`src/rtl/red_pitaya_pfd_pkg.sv`:
```
// rtl/red_pitaya_pfd_pkg.sv - shared types and defaults for the phase-frequency detector path
package red_pitaya_pfd_pkg;

    typedef enum logic [1:0] {
        ST_EMPTY  = 2'd0,
        ST_TRACK  = 2'd1,
        ST_FROZEN = 2'd2
    } pfd_state_e;

    localparam int PFD_PHASEWIDTH = 10;
    localparam int PFD_SIGNALBITS = 14;

endpackage

```
`src/rtl/red_pitaya_pfd_unwrap_if.sv`:
```
// rtl/red_pitaya_pfd_unwrap_if.sv - phase sample in / integral out bundle of the unwrap integrator
interface red_pitaya_pfd_unwrap_if
    import red_pitaya_pfd_pkg::*;
#(
    parameter int PHASEWIDTH = PFD_PHASEWIDTH,
    parameter int SIGNALBITS = PFD_SIGNALBITS
);
    logic        [PHASEWIDTH-1:0] phase_i;
    logic                         phase_valid_i;
    logic                         hold_i;
    logic                         clear_i;
    logic signed [SIGNALBITS-1:0] integral_o;
    logic                         valid_o;
    logic        [1:0]            sat_o;

    modport master (
        output phase_i, phase_valid_i, hold_i, clear_i,
        input  integral_o, valid_o, sat_o
    );

    modport slave (
        input  phase_i, phase_valid_i, hold_i, clear_i,
        output integral_o, valid_o, sat_o
    );
endinterface

```
`src/rtl/red_pitaya_pfd_satround.sv`:
```
// rtl/red_pitaya_pfd_satround.sv - registered round-half-up arithmetic shift with signed saturation
module red_pitaya_pfd_satround #(
    parameter int IW    = 24,
    parameter int SHIFT = 4,
    parameter int OW    = 14
) (
    input  logic                 clk_i,
    input  logic                 rstn_i,
    input  logic                 clr_i,
    input  logic                 en_i,
    input  logic signed [IW-1:0] data_i,
    output logic signed [OW-1:0] data_o
);
    // Compare in a width that holds both the shifted value and the output limits.
    localparam int W = IW + OW + 1;
    localparam logic signed [IW:0]  HALF = (IW+1)'(2 ** (SHIFT-1));
    localparam logic signed [W-1:0] MAXV = W'((2 ** (OW-1)) - 1);
    localparam logic signed [W-1:0] MINV = -MAXV - W'(1);

    logic signed [IW:0]   sum_d;
    logic signed [IW:0]   shr_d;
    logic signed [W-1:0]  wide_d;
    logic signed [OW-1:0] sat_d;
    logic signed [OW-1:0] out_q;

    always_comb begin
        sum_d  = $signed({data_i[IW-1], data_i}) + HALF;
        shr_d  = sum_d >>> SHIFT;
        wide_d = {{(W-IW-1){shr_d[IW]}}, shr_d};
        if (wide_d > MAXV) begin
            sat_d = MAXV[OW-1:0];
        end else if (wide_d < MINV) begin
            sat_d = MINV[OW-1:0];
        end else begin
            sat_d = wide_d[OW-1:0];
        end
    end

    always_ff @(posedge clk_i or negedge rstn_i) begin
        if (!rstn_i) begin
            out_q <= '0;
        end else if (clr_i) begin
            out_q <= '0;
        end else if (en_i) begin
            out_q <= sat_d;
        end
    end

    assign data_o = out_q;
endmodule

```
`src/rtl/red_pitaya_pfd_unwrap.sv`:
```
// rtl/red_pitaya_pfd_unwrap.sv - wrap-aware phase difference integrator, three registered stages
module red_pitaya_pfd_unwrap
    import red_pitaya_pfd_pkg::*;
#(
    parameter int PHASEWIDTH = PFD_PHASEWIDTH,
    parameter int ACCWIDTH   = 24,
    parameter int SHIFT      = 4,
    parameter int SIGNALBITS = PFD_SIGNALBITS
) (
    input  logic                    clk_i,
    input  logic                    rstn_i,
    red_pitaya_pfd_unwrap_if.slave  bus
);
    pfd_state_e                     state_q;
    logic        [PHASEWIDTH-1:0]   last_phase_q;
    logic        [PHASEWIDTH-1:0]   delta_d;
    logic signed [PHASEWIDTH-1:0]   delta_q;
    logic                           v1_q;
    logic                           acc_en1_q;

    logic signed [ACCWIDTH:0]       acc_sum_d;
    logic signed [ACCWIDTH-1:0]     acc_q;
    logic        [1:0]              sat_q;
    logic                           v2_q;

    logic                           valid_q;
    logic signed [SIGNALBITS-1:0]   integral_w;

    // Modular subtraction; the signed reinterpretation picks the shortest way round.
    assign delta_d = bus.phase_i - last_phase_q;

    // S1: state machine, phase history and delta
    always_ff @(posedge clk_i or negedge rstn_i) begin
        if (!rstn_i) begin
            state_q      <= ST_EMPTY;
            last_phase_q <= '0;
            delta_q      <= '0;
            v1_q         <= 1'b0;
            acc_en1_q    <= 1'b0;
        end else if (bus.clear_i) begin
            state_q      <= ST_EMPTY;
            last_phase_q <= '0;
            v1_q         <= 1'b0;
            acc_en1_q    <= 1'b0;
        end else begin
            v1_q <= 1'b0;
            case (state_q)
                ST_EMPTY: begin
                    if (bus.phase_valid_i) begin
                        last_phase_q <= bus.phase_i;
                        state_q      <= bus.hold_i ? ST_FROZEN : ST_TRACK;
                    end
                end
                ST_TRACK, ST_FROZEN: begin
                    state_q <= bus.hold_i ? ST_FROZEN : ST_TRACK;
                    if (bus.phase_valid_i) begin
                        last_phase_q <= bus.phase_i;
                        delta_q      <= $signed(delta_d);
                        v1_q         <= 1'b1;
                        acc_en1_q    <= !bus.hold_i;
                    end
                end
                default: state_q <= ST_EMPTY;
            endcase
        end
    end

    assign acc_sum_d = {acc_q[ACCWIDTH-1], acc_q}
                     + {{(ACCWIDTH+1-PHASEWIDTH){delta_q[PHASEWIDTH-1]}}, delta_q};

    // S2: accumulate; the two top bits of the extended sum disagree only on overflow
    always_ff @(posedge clk_i or negedge rstn_i) begin
        if (!rstn_i) begin
            acc_q <= '0;
            sat_q <= 2'b00;
            v2_q  <= 1'b0;
        end else if (bus.clear_i) begin
            acc_q <= '0;
            sat_q <= 2'b00;
            v2_q  <= 1'b0;
        end else begin
            v2_q <= v1_q;
            if (v1_q && acc_en1_q) begin
                case (acc_sum_d[ACCWIDTH:ACCWIDTH-1])
                    2'b01: begin
                        acc_q    <= {1'b0, {(ACCWIDTH-1){1'b1}}};
                        sat_q[0] <= 1'b1;
                    end
                    2'b10: begin
                        acc_q    <= {1'b1, {(ACCWIDTH-1){1'b0}}};
                        sat_q[1] <= 1'b1;
                    end
                    default: acc_q <= acc_sum_d[ACCWIDTH-1:0];
                endcase
            end
        end
    end

    // S3: round, saturate and present the error signal
    red_pitaya_pfd_satround #(
        .IW    (ACCWIDTH),
        .SHIFT (SHIFT),
        .OW    (SIGNALBITS)
    ) u_satround (
        .clk_i  (clk_i),
        .rstn_i (rstn_i),
        .clr_i  (bus.clear_i),
        .en_i   (v2_q),
        .data_i (acc_q),
        .data_o (integral_w)
    );

    always_ff @(posedge clk_i or negedge rstn_i) begin
        if (!rstn_i) begin
            valid_q <= 1'b0;
        end else begin
            valid_q <= v2_q && !bus.clear_i;
        end
    end

    assign bus.integral_o = integral_w;
    assign bus.valid_o    = valid_q;
    assign bus.sat_o      = sat_q;
endmodule

```
`src/flat_wrapper.sv`:
```
// flat-port wrapper written by rule: the top's interface ports become plain ports
module red_pitaya_pfd_unwrap_flat import red_pitaya_pfd_pkg::*;
#(
    parameter int PHASEWIDTH = PFD_PHASEWIDTH,
    parameter int ACCWIDTH   = 24,
    parameter int SHIFT      = 4,
    parameter int SIGNALBITS = PFD_SIGNALBITS
)
  (clk_i, rstn_i, bus_phase_i, bus_phase_valid_i, bus_hold_i, bus_clear_i, bus_integral_o, bus_valid_o, bus_sat_o);
  red_pitaya_pfd_unwrap_if #(.PHASEWIDTH(PHASEWIDTH), .SIGNALBITS(SIGNALBITS)) bus_i ();
  input  logic clk_i;
  input  logic rstn_i;
  input wire logic [$bits(bus_i.phase_i)-1:0] bus_phase_i;
  input wire logic [$bits(bus_i.phase_valid_i)-1:0] bus_phase_valid_i;
  input wire logic [$bits(bus_i.hold_i)-1:0] bus_hold_i;
  input wire logic [$bits(bus_i.clear_i)-1:0] bus_clear_i;
  output wire logic [$bits(bus_i.integral_o)-1:0] bus_integral_o;
  output wire logic [$bits(bus_i.valid_o)-1:0] bus_valid_o;
  output wire logic [$bits(bus_i.sat_o)-1:0] bus_sat_o;
  assign bus_i.phase_i = bus_phase_i;
  assign bus_i.phase_valid_i = bus_phase_valid_i;
  assign bus_i.hold_i = bus_hold_i;
  assign bus_i.clear_i = bus_clear_i;
  assign bus_integral_o = bus_i.integral_o;
  assign bus_valid_o = bus_i.valid_o;
  assign bus_sat_o = bus_i.sat_o;
  red_pitaya_pfd_unwrap #(.PHASEWIDTH(PHASEWIDTH), .ACCWIDTH(ACCWIDTH), .SHIFT(SHIFT), .SIGNALBITS(SIGNALBITS)) u_core (.clk_i(clk_i), .rstn_i(rstn_i), .bus(bus_i));
endmodule
```
`config.mk`:
```
export PLATFORM = sky130hd
export DESIGN_NAME = red_pitaya_pfd_unwrap_flat
export DESIGN_NICKNAME = d
export VERILOG_FILES = /design/src/rtl/red_pitaya_pfd_pkg.sv /design/src/rtl/red_pitaya_pfd_unwrap_if.sv /design/src/rtl/red_pitaya_pfd_satround.sv /design/src/rtl/red_pitaya_pfd_unwrap.sv /design/src/flat_wrapper.sv
export SDC_FILE = /design/constraint.sdc
export NUM_CORES = 1
export LEC_CHECK = 0
export CAP_MARGIN = 20
export CORE_MARGIN = 2
export CORE_UTILIZATION = 25
export CTS_CLUSTER_DIAMETER = 80
export DETAILED_ROUTE_END_ITERATION = 8
export GPL_TIMING_DRIVEN = 1
export PLACE_DENSITY = 0.48
export SYNTH_ARGS = -nofsm -noshare
export SYNTH_HDL_FRONTEND = slang
export SYNTH_SLANG_ARGS = --single-unit
```
`constraint.sdc`:
```
create_clock -name clk_i -period 4.94 [get_ports clk_i]
set_input_delay 0.988 -clock clk_i [delete_from_list [all_inputs] [get_ports clk_i]]
set_output_delay 0.988 -clock clk_i [all_outputs]
set_load 0.03 [all_outputs]
```
==> results.py, run 1 <==
metrics = {
    "placement": {
        "dp_slack_ps": 616.3,
        "portBuffers": 31,
        "place.gp.congestion": 0.8724,
        "placed_area_sq_mm": 0.005185,
        "dp_hpwl_mm": 8.089,
    },
    "logic_synthesis": {
        "synth_nets": 565,
        "synthFlopType": "dfrtp_1",
        "syn_area_per_cell_sq_um": 9.058,
        "synth_compound_area_share_pct": 23.46,
        "synth_edf_count": 0,
        "ys_warn_count": 0,
        "synthSimpleGateAreaFrac_pct": 18.04,
        "synthXorXnorAreaFrac_pct": 6.826,
        "synthDistinctLibCells": 61,
        "synth-seq-area-share_pct": 35.75,
        "synth-adder-area-share_pct": 11.16,
        "synth_top_family_by_area": "compound AO/OA/AOI/OAI gates",
        "synth_area_sq_mm": 0.004619,
        "synthMuxAreaShare_pct": 1.083,
        "synth_cells": 510,
        "ys_seq_elements": 66,
        "synthArstFlopShare_pct": 100.0,
    },
    "clocking": {
        "h-tree-depth": 3,
        "cts_hold_buffers": 0,
        "cts_setup_buffers": 0,
        "tritoncts": "built",
        "clk_pin_slew_worst_paths_ps": 50,
        "clock_path_buffers": 2,
        "cts-buffers-inserted": 9,
        "clk_latency_ps": 330,
        "cts_root_buf": "clkbuf_16",
        "cts_resized": 0,
        "clkSinkCount": 66,
    },
    "sta": {
        "period_minus_slack_ps": 4392,
        "maxSlewHeadroom_pct": 30.31,
        "min_period_over_period_pct": 88.91,
        "holdWs_ps": 496.6,
        "setup_ws_ps": 547.7,
        "slew_viol_final": 0,
        "tightest_slew_ps": 1036,
        "fmax_ghz": 0.2277,
        "setup_viol": 0,
        "setup_tns_ps": 0,
        "finalHoldViolations": 0,
        "skew_ps": 4.271,
        "rsz0062_at_grt": "no",
    },
    "finish": {
        "multi_input_area_sq_mm": 0.002803,
        "final_common_cell": "nand2_1",
        "fill_cells": 1920,
        "seq_area_sq_mm": 0.001652,
        "final_nets": 595,
        "drive_above_1_share_pct": 8.073,
        "area_growth_pct": 17.98,
        "final_cell_area_sq_mm": 0.005450,
        "n_antenna_cell": 0,
        "layout_common_cells": "nand2_1, dfrtp_1, ha_1",
    },
    "critical_path": {
        "max_stage_delay_ps": 890,
        "reg2regPathDepth": 12,
        "crit_required_ps": 5200,
        "crit_buf_inv": 0,
        "path_max_fanout": 16,
        "cpMaxStageDelayCell": "nor4_1",
        "end_kind": "flop",
        "startpoint_type": "flop",
        "path_delay_family": "compound AO/OA/AOI/OAI gates",
        "crit_arrival_ps": 4650,
        "critPathKind": "reg2reg",
        "crit_chain": "ha_1 -> and4_1 -> and3_1 -> o21ai_1 -> o221ai_2 -> a221oi_2 -> o21ai_1 -> o21a_1 -> o31a_1 -> ha_1 -> nor4_1 -> a221o_1",
        "crit_cells": 12,
    },
    "grt": {
        "grt_pass1_wl_mm": 18.20,
        "grt_busiest_layer": "met2",
        "antenna_found_initial": 0,
        "grt_use_met2_pct": 18.13,
        "grt_pass1_vias": 3660,
        "grtUsageMet3_pct": 2.598,
        "grt_overflow_total": 0,
        "met1_usage_pct": 15.49,
        "grt_usage_pct": 11.38,
        "grt_max_degree": 37,
    },
    "floorplanning": {
        "io_pins": 32,
        "dieWidth_microns": 139.9,
        "die_area_sq_mm": 0.01958,
        "core_area_sq_mm": 0.01802,
        "start_util_pct": 25.63,
        "die_h_microns": 139.9,
        "rows": 49,
    },
    "routing": {
        "avgRoutedWirePerCell_microns": 13.86,
        "drc_errors": 0,
        "first_pass_iters": 4,
        "wl_mm": 10.73,
        "drt_iter0_markers": 121,
        "drtAntennaViolNets": 0,
        "vias": 3693,
        "drt-vias-per-instance": 4.771,
    },
    "run": {
        "drv_cap": 0,
    },
    "power": {
        "p_total_w": 0.001730,
        "vdd_drop_max_mv": 0.1506,
        "power_density_mw_per_mm2": 317.4,
        "p_leak_nw": 2.547,
    },
    "status": {
        "status": "finished, final reports clean",
    },
    "hold_path": {
        "holdPathStages": 2,
        "hp-class": "reg2reg",
    },
}
## final cells by class
cell class / instances / area share, %
clock buffers: 13 / 4.591
repair buffers: 37 / 6.428
well taps: 229 / 5.257
flip-flops and latches: 66 / 30.30
multi-input cells: 401 / 51.42
inverters: 25 / 1.722
clock inverters: 3 / 0.2755
## per-stage QoR
stage                     utilization [%]  instances
after global placement              28.77        758
after floorplan                         -        510
final                               30.24        774
after detailed placement            28.77        758
after CTS                           30.24        774
after global routing                30.24        774
## report_power, final
part / switching (W) / internal [W] / total [W] / leakage, nW
sequential: 0.0000478 / 0.000581 / 0.000628 / 0.899
clock: 0.000221 / 0.000351 / 0.000572 / 0.133
combinational: 0.000327 / 0.000203 / 0.000530 / 1.51
total: 0.000595 / 0.00113 / 0.00173 / 2.55
## cells in the mapped netlist (all sizes together) (2+ instances only)
cell type	n	area share, %
a31oi	4	0.54
fa	2	0.87
and3	10	1.4
xnor2	22	4.2
inv	25	2.0
and2	2	0.27
dfrtp	66	36
or2	3	0.41
or3	2	0.27
nor2b	6	0.81
o31ai	6	0.98
nor2	37	3.1
o21a	6	0.98
buf	2	0.35
a21oi	35	4.0
and4	3	0.62
a221o	18	4.1
clkbuf	16	1.3
nor4	2	0.27
nand2	68	5.7
nand2b	11	1.5
nor3	8	1.4
o211ai	2	0.32
xor2	14	2.7
a311oi	2	0.51
a21o	12	2.0
a211oi	5	1.0
o21ai	29	3.1
o21bai	2	0.32
mux2i	5	1.1
nand4	3	0.41
a22o	15	2.8
a21boi	4	0.65
nand3	12	1.4
ha	38	10
## path summary, 6_finish.rpt
kind | start | endpoint | slack, ps
worst max-delay path | u_core.delta_q[9]$_DFFE_PN0P_ | u_core.acc_q[18]$_DFFE_PN0P_ | 550
worst min-delay path | u_core.delta_q[4]$_DFFE_PN0P_ | u_core.delta_q[4]$_DFFE_PN0P_ | 500
max in group asynchronous | rstn_i | u_core.state_q[1]$_DFFE_PN0P_ | 3230
worst max register to register | u_core.delta_q[9]$_DFFE_PN0P_ | u_core.acc_q[18]$_DFFE_PN0P_ | 550
worst min register to register | u_core.delta_q[4]$_DFFE_PN0P_ | u_core.delta_q[4]$_DFFE_PN0P_ | 500
min in group asynchronous | rstn_i | u_core.u_satround.data_o[2]$_DFFE_PN0P_ | 770
## worst reg2reg max path, stage by stage (launching register included)
cell and delay, ps:
dfrtp_1 740, ha_1 430, and4_1 250, and3_1 200
o21ai_1 120, o221ai_2 150, a221oi_2 380, o21ai_1 170
o21a_1 210, o31a_1 280, ha_1 310, nor4_1 890
a221o_1 220
## state kept, by name (all words and copies together) (netlist names)
name,flops
u_core.last_phase_q,10
u_core.acc_en1_q,1
u_core.bus.sat_o,2
u_core.u_satround.data_o,14
u_core.state_q,2
u_core.v2_q,1
u_core.acc_q,24
u_core.delta_q,10
u_core.v1_q,1
u_core.bus.valid_o,1
## layer usage
| metal | up-vias | part of all wire (%) | wire length (microns) |
|---|---|---|---|
| li1 | 1910 | - | - |
| met1 | 1717 | 50 | 5382 |
| met2 | 54 | 45 | 4781 |
| met3 | 12 | 3.8 | 410 |
| met4 | 0 | 1.5 | 156 |
| met5 | - | 0 | 0 |
## kinds of logic (layout without fill, tap and decap cells)
group           Yosys count  count (layout)
buf+inv                  43              78
fa+ha+maj                40              40
flops                    66              66
mux                       5               5
compound gates          150             150
xor+xnor                 36              36
simple gates            170             170
No activity file was read; power rests on OpenSTA's default activity.
==> run 2: changes to the inputs <==
--- a/config.mk
+++ b/config.mk
@@ -9,5 +9,5 @@
 export CORE_MARGIN = 2
 export CORE_UTILIZATION = 25
-export CTS_CLUSTER_DIAMETER = 80
+export CTS_CLUSTER_DIAMETER = 150
 export DETAILED_ROUTE_END_ITERATION = 8
 export GPL_TIMING_DRIVEN = 1
==> constraint.sdc (replaced) <==
create_clock -name clk_i -period 4.94 [get_ports clk_i]
set_input_delay 1.235 -clock clk_i [delete_from_list [all_inputs] [get_ports clk_i]]
set_output_delay 1.235 -clock clk_i [all_outputs]
set_load 0.03 [all_outputs]
==> run 2 against run 1 <==
Global-route usage is 0.072 points higher. Final cell count is 0.39% lower. Critical path depth increased by 2. Power grew 0.55%. Setup slack got worse by 130 ps. Combinational power is 3% higher.
==> results.py, run 2 (synthesis results as in run 1) <==
metrics = {
    "placement": {
        "dp_cells": 758,
        "dp_hpwl_mm": 8.301,
        "place.gp.congestion": 0.9241,
        "portBuffers": 31,
    },
    "finish": {
        "layout_common_cells": "nand2_1, dfrtp_1, ha_1",
        "multi_input_area_sq_mm": 0.002803,
        "final_cells": 771,
        "n_antenna_cell": 0,
        "largest_register": "u_core.acc_q",
        "largest_reg_flops": 24,
        "drive_above_1_share_pct": 7.749,
        "final_common_cell": "nand2_1",
        "fill_cells": 1909,
        "post-route-util_pct": 30.21,
        "final_nets": 595,
        "seq_area_sq_mm": 0.001652,
        "area_growth_pct": 17.88,
    },
    "sta": {
        "period_minus_slack_ps": 4518,
        "slew_viol_final": 0,
        "fmax_ghz": 0.2214,
        "skew_ps": 4.748,
        "maxSlewHeadroom_pct": 43.37,
        "min_period_over_period_pct": 91.45,
        "setup_tns_ps": 0,
        "finalHoldViolations": 0,
        "tightest_slew_ps": 841.7,
        "rsz0062_at_grt": "no",
        "setup_viol": 0,
    },
    "clocking": {
        "h-tree-depth": 3,
        "cts_resized": 0,
        "clk_latency_ps": 330,
        "clkSinkCount": 66,
        "cts_setup_buffers": 0,
        "cts_root_buf": "clkbuf_16",
        "cts_hold_buffers": 0,
        "cts-buffers-inserted": 9,
        "clk_pin_slew_worst_paths_ps": 50,
        "tritoncts": "built",
        "clock_path_buffers": 2,
    },
    "critical_path": {
        "crit_chain": "ha_1 -> a21o_1 -> a21o_1 -> a21oi_2 -> o221ai_2 -> a221oi_2 -> o21ai_1 -> o21a_1 -> o31a_1 -> ha_1 -> nor2_1 -> nor3_2 -> buf_4 -> a221o_1",
        "critPathKind": "reg2reg",
        "cpMaxStageDelayCell": "dfrtp_1",
        "crit_required_ps": 5200,
        "path_max_fanout": 16,
        "max_stage_delay_ps": 710,
        "path_delay_family": "compound AO/OA/AOI/OAI gates",
        "crit_arrival_ps": 4780,
        "end_kind": "flop",
        "crit_buf_inv": 1,
        "startpoint_type": "flop",
    },
    "power": {
        "power_density_mw_per_mm2": 319.5,
        "vdd_drop_max_mv": 0.1674,
        "p_leak_nw": 2.541,
    },
    "floorplanning": {
        "die_h_microns": 139.9,
        "die_area_sq_mm": 0.01958,
        "core_area_sq_mm": 0.01802,
        "dieWidth_microns": 139.9,
        "start_util_pct": 25.63,
        "rows": 49,
        "io_pins": 32,
    },
    "status": {
        "status": "finished, final reports clean",
    },
    "grt": {
        "grt_max_degree": 35,
        "met1_usage_pct": 15.04,
        "grtUsageMet3_pct": 2.838,
        "grt_overflow_total": 0,
        "grt_pass1_vias": 3764,
        "grt_use_met2_pct": 18.31,
        "antenna_found_initial": 0,
        "grt_busiest_layer": "met2",
        "grt_pass1_wl_mm": 18.24,
        "grt_usage_pct": 11.45,
    },
    "routing": {
        "drt-vias-per-instance": 4.860,
        "drt_iter0_markers": 190,
        "first_pass_iters": 5,
        "avgRoutedWirePerCell_microns": 14.12,
        "drc_errors": 0,
        "wl_mm": 10.88,
        "vias": 3747,
        "drtAntennaViolNets": 0,
    },
    "run": {
        "drv_cap": 0,
    },
    "hold_path": {
        "hp-class": "reg2reg",
    },
}
==> run 2: final cells by class <==
type,instances,share of cell area (%)
multi-input combinational,401,51.47
tap,229,5.262
inverter,25,1.723
clock buffer,13,4.779
timing repair buffer,37,6.434
sequential,66,30.33
==> run 2: worst register-to-register path: stages, from the launching register on <==
cell      delay, ps
dfrtp_1         710
ha_1            430
a21o_1          210
a21o_1          180
a21oi_2         170
o221ai_2        160
a221oi_2        350
o21ai_1         160
o21a_1          200
o31a_1          280
ha_1            530
nor2_1          150
nor3_2          430
buf_4           320
a221o_1         170
==> run 2: path summary, 6_finish.rpt <==
check | slack [ps] | endpoint | cells after the start | startpoint
min reg2reg | 480 | u_core.delta_q[5]$_DFFE_PN0P_ | 2 | u_core.delta_q[5]$_DFFE_PN0P_
min in group asynchronous | 990 | u_core.u_satround.data_o[3]$_DFFE_PN0P_ | 1 | rstn_i
max in group asynchronous | 3000 | u_core.v2_q$_DFF_PN0_ | 2 | rstn_i
max reg2reg | 420 | u_core.acc_q[15]$_DFFE_PN0P_ | 14 | u_core.delta_q[9]$_DFFE_PN0P_
min | 480 | u_core.delta_q[5]$_DFFE_PN0P_ | 2 | u_core.delta_q[5]$_DFFE_PN0P_
max | 420 | u_core.acc_q[15]$_DFFE_PN0P_ | 14 | u_core.delta_q[9]$_DFFE_PN0P_
==> run 2: metrics by stage <==
step | power [W] | area (sq um) | hold WS (ps) | setup slack, ps
2_1_floorplan | 0.001023 | 4619 | 452.6 | 1104
5_1_grt | 0.001866 | 5445 | 525.6 | 104.2
6_report | 0.001740 | 5445 | 484.4 | 422.3
4_1_cts | 0.001764 | 5445 | 495.6 | 440.3
3_5_place_dp | 0.001178 | 5185 | 482.4 | 469.4
3_3_place_gp | 0.001169 | 5185 | 473.6 | 541.8
==> run 2: where the power goes <==
| part | switching (W) | internal [W] | total [W] |
|---|---|---|---|
| Combinational | 0.000338 | 0.000207 | 0.000545 |
| Clock | 0.000210 | 0.000358 | 0.000568 |
| Sequential | 0.0000455 | 0.000581 | 0.000626 |
| Total | 0.000593 | 0.00115 | 0.00174 |
==> run 2: routing by layer <==
layer	vias to the layer above	part of all wire [%]
met4	0	1.7
met1	1767	49
met3	16	4.0
met5	-	0
met2	64	45
li1	1900	-
==> run 3: changes to the inputs <==
Clock period 4.94 ns to 5.3 ns, I/O delays scaled along.
==> run 3 against run 2 <==
Clock-buffer cell count shrank 2. Sequential power decreased by 6.7%. Combinational power is 9.0% lower. Hold slack gained 15 ps. Final cell count decreased by 0.13%. Utilization down 0.069 points. Register-to-register slack gained 600 ps. Fmax increased by 5.5%. Largest cell class unchanged.
==> results.py, run 3 (synthesis results as in run 1) <==
metrics = {
    "clocking": {
        "cts_setup_buffers": 0,
        "clk_pin_slew_worst_paths_ps": 50,
        "cts_hold_buffers": 0,
        "cts_resized": 0,
        "cts_root_buf": "clkbuf_16",
        "tritoncts": "built",
        "clkSinkCount": 66,
        "clock_path_buffers": 2,
        "h-tree-depth": 3,
        "clk_latency_ps": 340,
        "cts-buffers-inserted": 9,
    },
    "grt": {
        "antenna_found_initial": 0,
        "grt_overflow_total": 0,
        "grt_max_degree": 51,
        "grt_pass1_wl_mm": 17.79,
        "grt_usage_pct": 11.24,
        "grt_pass1_vias": 3615,
    },
    "sta": {
        "maxSlewHeadroom_pct": 31.20,
        "min_period_over_period_pct": 80.77,
        "period_minus_slack_ps": 4281,
        "skew_ps": 4.575,
        "setup_viol": 0,
        "setup_tns_ps": 0,
        "rsz0062_at_grt": "no",
        "slew_viol_final": 0,
        "tightest_slew_ps": 1029,
        "fmax_ghz": 0.2336,
        "finalHoldViolations": 0,
    },
    "critical_path": {
        "end_kind": "flop",
        "cpMaxStageDelayCell": "dfrtp_1",
        "crit_required_ps": 5510,
        "startpoint_type": "flop",
        "path_max_fanout": 24,
        "critPathKind": "reg2reg",
        "path_delay_family": "compound AO/OA/AOI/OAI gates",
        "crit_buf_inv": 1,
        "max_stage_delay_ps": 730,
        "crit_chain": "ha_1 -> and3_1 -> and3_1 -> o21ai_1 -> o221ai_2 -> a221oi_2 -> o21ai_1 -> o21a_1 -> o31a_1 -> ha_1 -> buf_4 -> or3b_2 -> o211ai_1 -> o21ai_0",
        "crit_arrival_ps": 4490,
    },
    "routing": {
        "drt-vias-per-instance": 4.756,
        "met1_length_mm": 5.350,
        "wl_mm": 10.61,
        "drt_iter0_markers": 125,
        "top_layer": "met4",
        "dr_wl_met2_mm": 4.793,
        "drtAntennaViolNets": 0,
        "avgRoutedWirePerCell_microns": 13.78,
        "vias": 3662,
        "wl_met3_microns": 345,
        "drc_errors": 0,
        "first_pass_iters": 4,
    },
    "finish": {
        "drive_above_1_share_pct": 7.763,
        "fill_cells": 1889,
        "n_antenna_cell": 0,
        "largest_reg_flops": 24,
        "layout_common_cells": "nand2_1, dfrtp_1, ha_1",
        "final_cell_area_sq_mm": 0.005433,
        "area_growth_pct": 17.61,
        "largest_register": "u_core.acc_q",
        "final_nets": 595,
        "final_common_cell": "nand2_1",
    },
    "run": {
        "drv_cap": 0,
    },
    "floorplanning": {
        "rows": 49,
        "dieWidth_microns": 139.9,
        "start_util_pct": 25.63,
        "die_h_microns": 139.9,
        "io_pins": 32,
        "core_area_sq_mm": 0.01802,
        "die_area_sq_mm": 0.01958,
    },
    "placement": {
        "portBuffers": 31,
        "placed_area_sq_mm": 0.005185,
        "place.gp.congestion": 0.8885,
        "dp_hpwl_mm": 8.144,
    },
    "status": {
        "status": "finished, final reports clean",
    },
    "power": {
        "p_leak_nw": 2.537,
        "p_total_w": 0.001596,
        "vdd_drop_max_mv": 0.1539,
        "power_density_mw_per_mm2": 293.8,
    },
    "hold_path": {
        "hp-class": "reg2reg",
    },
}
[run 3: changes by cell type in the layout (fill, tap and decap cells not counted), sizes merged]
cell / delta
clkbuf: -2
clkinv: +1
[run 3: final cells by class]
| type | count | area, sq um | area share [%] |
|---|---|---|---|
| Multi-Input combinational cell | 401 | 2803 | 51.59 |
| Sequential cell | 66 | 1652 | 30.40 |
| Timing Repair Buffer | 37 | 350.3 | 6.449 |
| Tap cell | 229 | 286.5 | 5.274 |
| Clock buffer | 11 | 242.7 | 4.468 |
| Inverter | 25 | 93.84 | 1.727 |
| Clock inverter | 1 | 5.005 | 0.09212 |
[run 3: layer usage]
layer	GRT usage, %	up-vias
li1	-	1909
met1	14.99	1691
met2	17.95	54
met3	3.111	8
met4	3.158	0
met5	0	-
[run 3: path summary, 6_finish.rpt]
kind | depth (start not counted) | slack, ps | endpoint | start
setup / recovery | 14 | 1020 | u_core.acc_q[21]$_DFFE_PN0P_ | u_core.delta_q[9]$_DFFE_PN0P_
hold / removal | 2 | 500 | u_core.delta_q[5]$_DFFE_PN0P_ | u_core.delta_q[5]$_DFFE_PN0P_
setup reg to reg | 14 | 1020 | u_core.acc_q[21]$_DFFE_PN0P_ | u_core.delta_q[9]$_DFFE_PN0P_
hold reg to reg | 2 | 500 | u_core.delta_q[5]$_DFFE_PN0P_ | u_core.delta_q[5]$_DFFE_PN0P_
max in group asynchronous | 2 | 3410 | u_core.acc_en1_q$_DFFE_PN0P_ | rstn_i
min in group asynchronous | 1 | 900 | u_core.u_satround.data_o[3]$_DFFE_PN0P_ | rstn_i
[run 3: power breakdown]
group          switching (W)  leakage, nW  internal [W]
registers          0.0000424        0.899      0.000542
logic               0.000307         1.52      0.000189
clock network       0.000199        0.123      0.000317
[run 3: worst register-to-register path: stages, from the launching register on]
cell	delay (ps)
dfrtp_1	730
ha_1	420
and3_1	250
and3_1	210
o21ai_1	110
o221ai_2	140
a221oi_2	330
o21ai_1	160
o21a_1	200
o31a_1	280
ha_1	290
buf_4	270
or3b_2	490
o211ai_1	170
o21ai_0	100
[run 3: per-stage QoR]
stage                     worst slack, ps  util [%]  hold slack, ps  instances
after CTS                            1012     30.14           499.0        770
final                                1019     30.14           499.4        770
after global placement               1150     28.77           474.4        758
after detailed placement             1029     28.77           487.5        758
after floorplan                      1464         -           452.6        510
after global routing                715.0     30.14           526.0        770
